[src/rtl/alu_result_checker_resp_fifo.sv]
// Small synchronous FIFO holding expected response tuples, with flush and an
// occupancy count one bit wider than the pointers so full and empty differ.
module resp_fifo #(
  parameter int W     = 35,
  parameter int DEPTH = 4
) (
  input  logic                       clk,
  input  logic                       rst_n,
  input  logic                       flush,
  input  logic                       push,
  input  logic [W-1:0]               push_data,
  input  logic                       pop,
  output logic [W-1:0]               head,
  output logic                       full,
  output logic                       empty,
  output logic [$clog2(DEPTH):0]     count
);

  localparam int AW = $clog2(DEPTH);
  localparam int CW = AW + 1;

  logic [W-1:0]  mem [DEPTH];
  logic [AW-1:0] wr_ptr;
  logic [AW-1:0] rd_ptr;

  assign head  = mem[rd_ptr];
  assign full  = (count == CW'(DEPTH));
  assign empty = (count == {CW{1'b0}});

  // Storage array; entries beyond count are don't-care but reset for determinism.
  always_ff @(posedge clk or negedge rst_n) begin
    if (!rst_n) begin
      for (int i = 0; i < DEPTH; i++) begin
        mem[i] <= {W{1'b0}};
      end
    end else if (push && !flush) begin
      mem[wr_ptr] <= push_data;
    end
  end

  // Pointers wrap naturally because DEPTH is a power of two.
  always_ff @(posedge clk or negedge rst_n) begin
    if (!rst_n) begin
      wr_ptr <= {AW{1'b0}};
      rd_ptr <= {AW{1'b0}};
      count  <= {CW{1'b0}};
    end else if (flush) begin
      wr_ptr <= {AW{1'b0}};
      rd_ptr <= {AW{1'b0}};
      count  <= {CW{1'b0}};
    end else begin
      if (push) begin
        wr_ptr <= wr_ptr + AW'(1);
      end
      if (pop) begin
        rd_ptr <= rd_ptr + AW'(1);
      end
      case ({push, pop})
        2'b10:   count <= count + CW'(1);
        2'b01:   count <= count - CW'(1);
        default: count <= count;
      endcase
    end
  end

endmodule

[config.mk]
export PLATFORM = sky130hd
export DESIGN_NAME = resp_fifo
export DESIGN_NICKNAME = d
export VERILOG_FILES = /design/src/rtl/alu_result_checker_resp_fifo.sv
export SDC_FILE = /design/constraint.sdc
export NUM_CORES = 1
export LEC_CHECK = 0
export CORE_ASPECT_RATIO = 0.9
export CORE_MARGIN = 1
export CORE_UTILIZATION = 43
export DETAILED_ROUTE_END_ITERATION = 16
export HOLD_SLACK_MARGIN = 0.1
export MAX_ROUTING_LAYER = met4
export PLACE_DENSITY = 0.77
export SLEW_MARGIN = 40
export SYNTH_ARGS = -nofsm -noshare
export SYNTH_HDL_FRONTEND = slang
export SYNTH_SLANG_ARGS = --single-unit
[constraint.sdc]
create_clock -name clk -period 1.5 [get_ports clk]
set_clock_uncertainty 0.15 [all_clocks]
set_input_delay 0.15 -clock clk [delete_from_list [all_inputs] [get_ports clk]]
set_output_delay 0.15 -clock clk [all_outputs]
set_load 0.1 [all_outputs]
==> impl_metrics.tcl, run 1 <==
set metrics [dict create \
    seqCellArea_mm2 0.00369 \
    cp_common_cell "buf_12" \
    min_period_ns 2.15 \
    synth.avg_cell_area_um2 18.8 \
    power_switching_mw 6.15 \
    violations "setup timing" \
    start_util_pct 44.1 \
    worst_path_largest_cell_delay_ns 0.57 \
    drive_above_1_share_pct 63.2 \
    rows 44 \
    viasPerCell 5.27 \
    reg2reg_to "count[2]" \
    end_kind "primary output" \
    layout.cells.non_filler 739 \
    clk_latency_ns 0.42 \
    placedCellCount 678 \
    yosys.area.top_type_share_pct 51.8 \
    ys.flop_type "dfrtp_1" \
    ys_ff_latch 147 \
    crit_path_end "head[21]" \
    core_mm2 0.0161 \
    die_h_um 124 \
    slew_viol_final 0 \
    comb_power_share_pct 42.4 \
    r2r_start "count[1]" \
    syn-cell-area_mm2 0.00711 \
    setup_viol 181 \
    fill_cells 1083 \
    finalHoldViolCount 0 \
    finalWorstSetupSlack_ns -0.651 \
    gr-usage-all-layers_pct 21.4 \
    crit_required_ns 1.20 \
    yosysUniqueCellTypes 25 \
    cts-buffers-inserted 17 \
    cp-start-kind "flop" \
    r2r_cells 5 \
    synth_top_family_by_area "multiplexers" \
    muxShareOfSynthArea_pct 39.9 \
    tightest_slew_ns 0.363 \
    crit_path_start "rd_ptr[0]" \
    cp_max_fo 15 \
    route.detailed.drc 0 \
    synth_edf_count 0 \
    drt_first_iter_violations 200 \
    max_freq_mhz 465 \
    synth_xor_area_share_pct 0.616 \
    dieWidth_um 138 \
    multi_input_comb_area_mm2 0.00330 \
    die_area_mm2 0.0170 \
    grt_pass1_wl_um 25800 \
    max_slew_margin_pct 75.8 \
    nets 562 \
    status "finished with violations" \
    grt_max_degree 65 \
    netSwitchingFraction_pct 35.1 \
    synth_warnings 0 \
    min_path_type "input port to async pin" \
    crit_type "flop to primary output" \
    grt_setup_unrepaired "yes" \
    p_clk_share_pct 24.5 \
    antenna_left 0 \
    hpwl_um 9460 \
    synth_adder_area_share_pct 0.986 \
    synthesis.nets 424 \
    p_leak_nw 4.79 \
    ctsHoldBuffers 1 \
    final_area_mm2 0.0100 \
    antenna_found_initial 2 \
    clockBufferDepth 2 \
    grt-ovfl-total 0 \
    wl_per_cell_um 21.4 \
    grt_pass1_vias 4584 \
    seq_area_frac_synth_pct 51.8 \
    reg2reg_slack_ns -0.22 \
    synth_compound_area_share_pct 0.0704 \
    p_seq_share_pct 33.1 \
    synth-async-reset-ratio_pct 100 \
    clk_pin_slew_worst_paths_ns 0.06 \
    tritoncts "built" \
    htree_levels 4 \
    period_share_pct 143 \
    synthTopCellsByCount "dfrtp_1, mux2_4, mux4_2" \
    drv_cap 0 \
    wl_um 15800 \
    gp_congestion 0.768 \
    cts-root-buf "clkbuf_16" \
    intPower_mw 11.4 \
    ioPinCount 80 \
    via_count 3898 \
    cpMaxStageDelayCell "mux4_2" \
    syn2layout_area_growth_pct 41.3 \
    cts.sinks 147 \
    vdd_drop_max_mv 1.05 \
    synthMostInstantiatedCell "dfrtp_1" \
    netlist_top_cells_area "dfrtp_1, mux2_4, mux4_2, mux2_2, buf_12" \
    syn_inst 379 \
    dpl_cell_area_mm2 0.00885 \
    path_cells "buf_12 -> mux4_2 -> buf_12" \
    io_buffers 79 \
    yosys.area_share.simple_pct 2.41 \
    power.density_mw_per_mm2 1740 \
    drtPass1Iterations 4 \
    arrival_ns 1.85 \
    synth_top_area_cell "dfrtp_1" \
]
timing repair:
action	in CTS	in global routing
pin swaps	11	5
endpoints found under the setup margin	179	181
resized for setup	55	17
endpoints found under the hold margin	147	28
setup buffers	21	8
cloned	8	0
power groups by stage:
stage	combinational, mW	sequential, mW	clock, mW
after global routing	7.71	5.92	4.56
final	7.43	5.80	4.29
after global placement	7.04	5.70	0
after detailed placement	7.15	5.81	0
after floorplan	5.26	5.66	0
after CTS	7.46	5.77	4.34
layer usage:
layer  GRT usage [%]  wire length (um)  up-vias
met5               -                 0        -
met4            7.07               253        0
met3            6.59               895       28
met2            31.8              7730       99
met1            28.0              6910     2091
li1                -                 -     1680
stage by stage:
stage               utilization, %  power [mW]  hold WS [ns]  TNS (ns)  setup slack [ns]
finish                        62.3        17.5        0.0193    -33.51            -0.651
global placement              54.8        12.7        -0.108    -64.92            -0.534
global route                  62.3        18.2        0.0223    -41.03            -0.713
floorplan                        -        10.9        -0.296     -9.52            -0.331
CTS                           62.8        17.6        0.0114    -36.68            -0.666
detailed placement            54.8        13.0        -0.101    -67.39            -0.585
area by class of cell:
type,instances,area share (%)
tap,207,2.58
sequential,147,36.8
clock inverter,11,1.26
inverter,2,0.125
multi-input combinational,207,32.8
antenna,2,0.0498
timing repair buffer,142,21.7
clock buffer,21,4.68
placed cells by master (no fill, tap or decap), types with 3 or more instances in the layout:
cell	count
ha_4	4
nand2_8	4
buf_16	4
mux4_2	35
buf_12	66
buf_6	15
buf_4	11
clkinvlp_4	4
mux2_4	140
dfrtp_1	140
xnor2_1	3
nor2_1	6
dfrtp_2	4
clkdlybuf4s50_1	38
dfrtp_4	3
clkbuf_16	17
buf_8	7
clkbuf_8	3
flip-flops by register name (all words and copies together), names as in the netlist:
| register | count |
|---|---|
| count | 3 |
| rd_ptr | 2 |
| wr_ptr | 2 |
| mem | 140 |
worst min-delay path by stage:
stage	cells after the start	end	slack (ns)	start
after global placement	1	mem[64]	-0.11	rst_n
after CTS	2	mem[38]	0.01	rst_n
final	2	mem[133]	0.02	rst_n
after detailed placement	1	mem[64]	-0.10	rst_n
after global routing	2	mem[133]	0.02	rst_n
after floorplan	0	mem[0]	-0.30	rst_n
logic make-up (layout without fill, tap and decap cells):
kind of cell    count (synthesis)  after routing
buf+inv                        25            176
simple gates                   19             19
xor+xnor                        5              5
fa+ha+maj                       5              5
flops                         147            147
other cells                     0              2
mux                           177            177
compound gates                  1              1
critical path: cells and delay by family, from the launching register on:
family,cells,cell delay (ns)
flops,1,0.45
mux,1,0.57
buf+inv,2,0.40
(Power assumes the default switching activity.)
==> inputs of run 2 (changes only) <==
--- a/config.mk
+++ b/config.mk
@@ -5,13 +5,15 @@
 export SDC_FILE = /design/constraint.sdc
 export NUM_CORES = 1
 export LEC_CHECK = 0
+export ABC_AREA = 1
+export CAP_MARGIN = 20
 export CORE_ASPECT_RATIO = 0.9
 export CORE_MARGIN = 1
-export CORE_UTILIZATION = 43
+export CORE_UTILIZATION = 35
 export DETAILED_ROUTE_END_ITERATION = 16
 export HOLD_SLACK_MARGIN = 0.1
 export MAX_ROUTING_LAYER = met4
-export PLACE_DENSITY = 0.77
+export PLACE_DENSITY = 0.68
 export SLEW_MARGIN = 40
 export SYNTH_ARGS = -nofsm -noshare
 export SYNTH_HDL_FRONTEND = slang
==> impl_metrics.tcl, run 2 <==
set metrics [dict create \
    synthTopCellsByCount "o21ai_0, nand2_1, dfrtp_1" \
    ys_ff_latch 147 \
    wl_um 18500 \
    mostFrequentLayoutCell "nand2_1" \
    synth-async-reset-ratio_pct 100 \
    cp-start-kind "flop" \
    violations "setup timing" \
    slew_viol_final 0 \
    netlist_top_cells_area "dfrtp_1, o21ai_0, nand2_1, nor2_1, o22ai_1" \
    htree_levels 4 \
    cts-root-buf "clkbuf_16" \
    min_path_type "input port to flop" \
    clk_pin_slew_worst_paths_ns 0.06 \
    crit_path_start "rd_ptr[0]" \
    cts.sinks 147 \
    max_freq_mhz 479 \
    antenna_found_initial 0 \
    grt-ovfl-total 0 \
    m1WireLength_um 8320 \
    crit_type "flop to primary output" \
    largest_reg_flops 140 \
    finalHoldViolCount 0 \
    reg2reg_to "count[2]" \
    clk_latency_ns 0.42 \
    finalWorstSetupSlack_ns -0.586 \
    synthMostInstantiatedCell "o21ai_0" \
    crit_required_ns 1.20 \
    antenna_left 0 \
    via_count 5667 \
    reg2reg_slack_ns -0.17 \
    status "finished with violations" \
    drv_cap 0 \
    drive_above_1_share_pct 32.0 \
    synth_top_area_cell "dfrtp_1" \
    end_kind "primary output" \
    grt_setup_unrepaired "yes" \
    cp_max_fo 17 \
    synth_warnings 0 \
    dr_wl_met2_um 9140 \
    cts-buffers-inserted 17 \
    vdd_drop_max_mv 1.01 \
    layout.cells.non_filler 1121 \
    nets 913 \
    grt_max_degree 52 \
    die_area_mm2 0.0187 \
    wl_met3_um 828 \
    hpwl_um 10800 \
    insertedDiodeCount 0 \
    reg_top3 "mem: 140 flops, count: 3 flops" \
    seqCellArea_mm2 0.00369 \
    gp_congestion 0.815 \
    grt_pass1_wl_um 28200 \
    syn_inst 738 \
    clockBufferDepth 2 \
    final_cell_mix "nand2_1, dfrtp_1, o21ai_0, buf_12, inv_1" \
    viasPerCell 5.06 \
    synth_edf_count 0 \
    syn-cell-area_mm2 0.00636 \
    fill_cells 1474 \
    synth.avg_cell_area_um2 8.62 \
    yosys.area.top_type_share_pct 57.8 \
    wl_per_cell_um 16.5 \
    fin_util_pct 58.9 \
    period_share_pct 139 \
    tightest_slew_ns 0.319 \
    start_util_pct 35.9 \
    grt_pass1_vias 5436 \
    arrival_ns 1.79 \
    setup_viol 41 \
    rows 46 \
    power.density_mw_per_mm2 1530 \
    topRoutingLayerUsed "met4" \
    ioPinCount 80 \
    whs_ns 0.187 \
    drt_first_iter_violations 300 \
    min_period_ns 2.09 \
    p_leak_nw 4.61 \
    crit_path_end "head[7]" \
    drtPass1Iterations 6 \
    gr-usage-all-layers_pct 20.4 \
    syn2layout_area_growth_pct 64.0 \
    die_h_um 130 \
    r2r_cells 9 \
    seq_area_frac_synth_pct 57.8 \
    r2r_start "count[0]" \
    route.detailed.drc 0 \
    synthesis.nets 783 \
    multi_input_comb_area_mm2 0.00338 \
    tritoncts "built" \
    ys.flop_type "dfrtp_1" \
    regMostFlops "mem" \
    placedCellCount 1072 \
    yosysUniqueCellTypes 18 \
    io_buffers 79 \
    core_mm2 0.0177 \
    max_slew_margin_pct 78.5 \
    dieWidth_um 144 \
]
run 2: cell types whose count changed in the layout (fill, tap and decap cells not counted), moves of 34 or more:
cell     previous run  this run
o21ai_1             1        38
nand2_1             1       155
mux4_2             35         0
o22ai_4             0        35
inv_1               0        39
mux2_4            140         0
o21ai_4             0        34
o21ai_0             0       140
run 2: metal layers:
layer  vias up  global-route usage, %
met2       150                   33.0
met4         0                   5.82
met5         -                      -
met3        15                   3.85
li1       2716                      -
met1      2786                   26.2
run 2: report_power, final:
part	internal (mW)	switching, mW
Sequential	4.93	0.734
Clock	2.73	1.63
Combinational	2.38	3.56
run 2: cells by family after synthesis:
group                      count (synthesis)  synth area share [%]
AOI/OAI and AO/OA                        251                  20.4
adders and majority gates                  5                  1.10
buffers and inverters                     95                  6.04
DFF                                      147                  57.8
and+or+nand+nor                          240                  14.6
run 2: worst min-delay path by stage:
stage                     cells after the start  slack, ns          start        to
after global placement                        1      -0.12          rst_n  mem[108]
after global routing                          3       0.20  push_data[20]  mem[125]
after floorplan                               0      -0.30          rst_n    mem[0]
final                                         3       0.19  push_data[31]  mem[101]
after detailed placement                      1      -0.11          rst_n  mem[107]
after CTS                                     3       0.18  push_data[22]  mem[127]
run 2: critical path, cell delays in order (launching register included):
cell and delay [ns]:
dfrtp_2 0.51, buf_12 0.20, o21ai_0 0.13, buf_4 0.16, o22ai_4 0.16, buf_12 0.19
run 2: per-stage QoR:
step	setup TNS [ns]	instance area (um^2)	power, mW	worst slack [ns]
finish	-19.87	10400	15.9	-0.586
global route	-22.56	10400	16.7	-0.650
CTS	-20.31	10200	15.9	-0.605
detailed placement	-22.24	9320	11.3	-0.261
global placement	-20.15	9320	11.2	-0.250
floorplan	-8.77	7490	9.46	-0.287
run 2: area by class of cell:
| type | instances | share of cell area, % |
|---|---|---|
| Sequential cell | 147 | 35.4 |
| Timing Repair Buffer | 160 | 21.8 |
| Clock buffer | 21 | 4.51 |
| Tap cell | 240 | 2.88 |
| Clock inverter | 11 | 1.27 |
| Multi-Input combinational cell | 496 | 32.4 |
| Inverter | 46 | 1.80 |
run 2: repair_timing:
action | in CTS | in global routing
gates cloned | 1 | 7
gates resized for setup | 59 | 27
buffers inserted | 7 | 1
hold buffers | 2 | 0
endpoints found under the setup margin | 39 | 110
pin swaps | 4 | 2
endpoints found under the hold margin | 147 | 0
==> inputs of run 3 (changes only) <==
--- a/config.mk
+++ b/config.mk
@@ -6,6 +6,7 @@
 export NUM_CORES = 1
 export LEC_CHECK = 0
 export ABC_AREA = 1
+export ABC_CLOCK_PERIOD_IN_PS = 1500
 export CAP_MARGIN = 20
 export CORE_ASPECT_RATIO = 0.9
 export CORE_MARGIN = 1
==> results of run 3 <==
The final DEF is identical to that of run 2; final timing and power are the same.
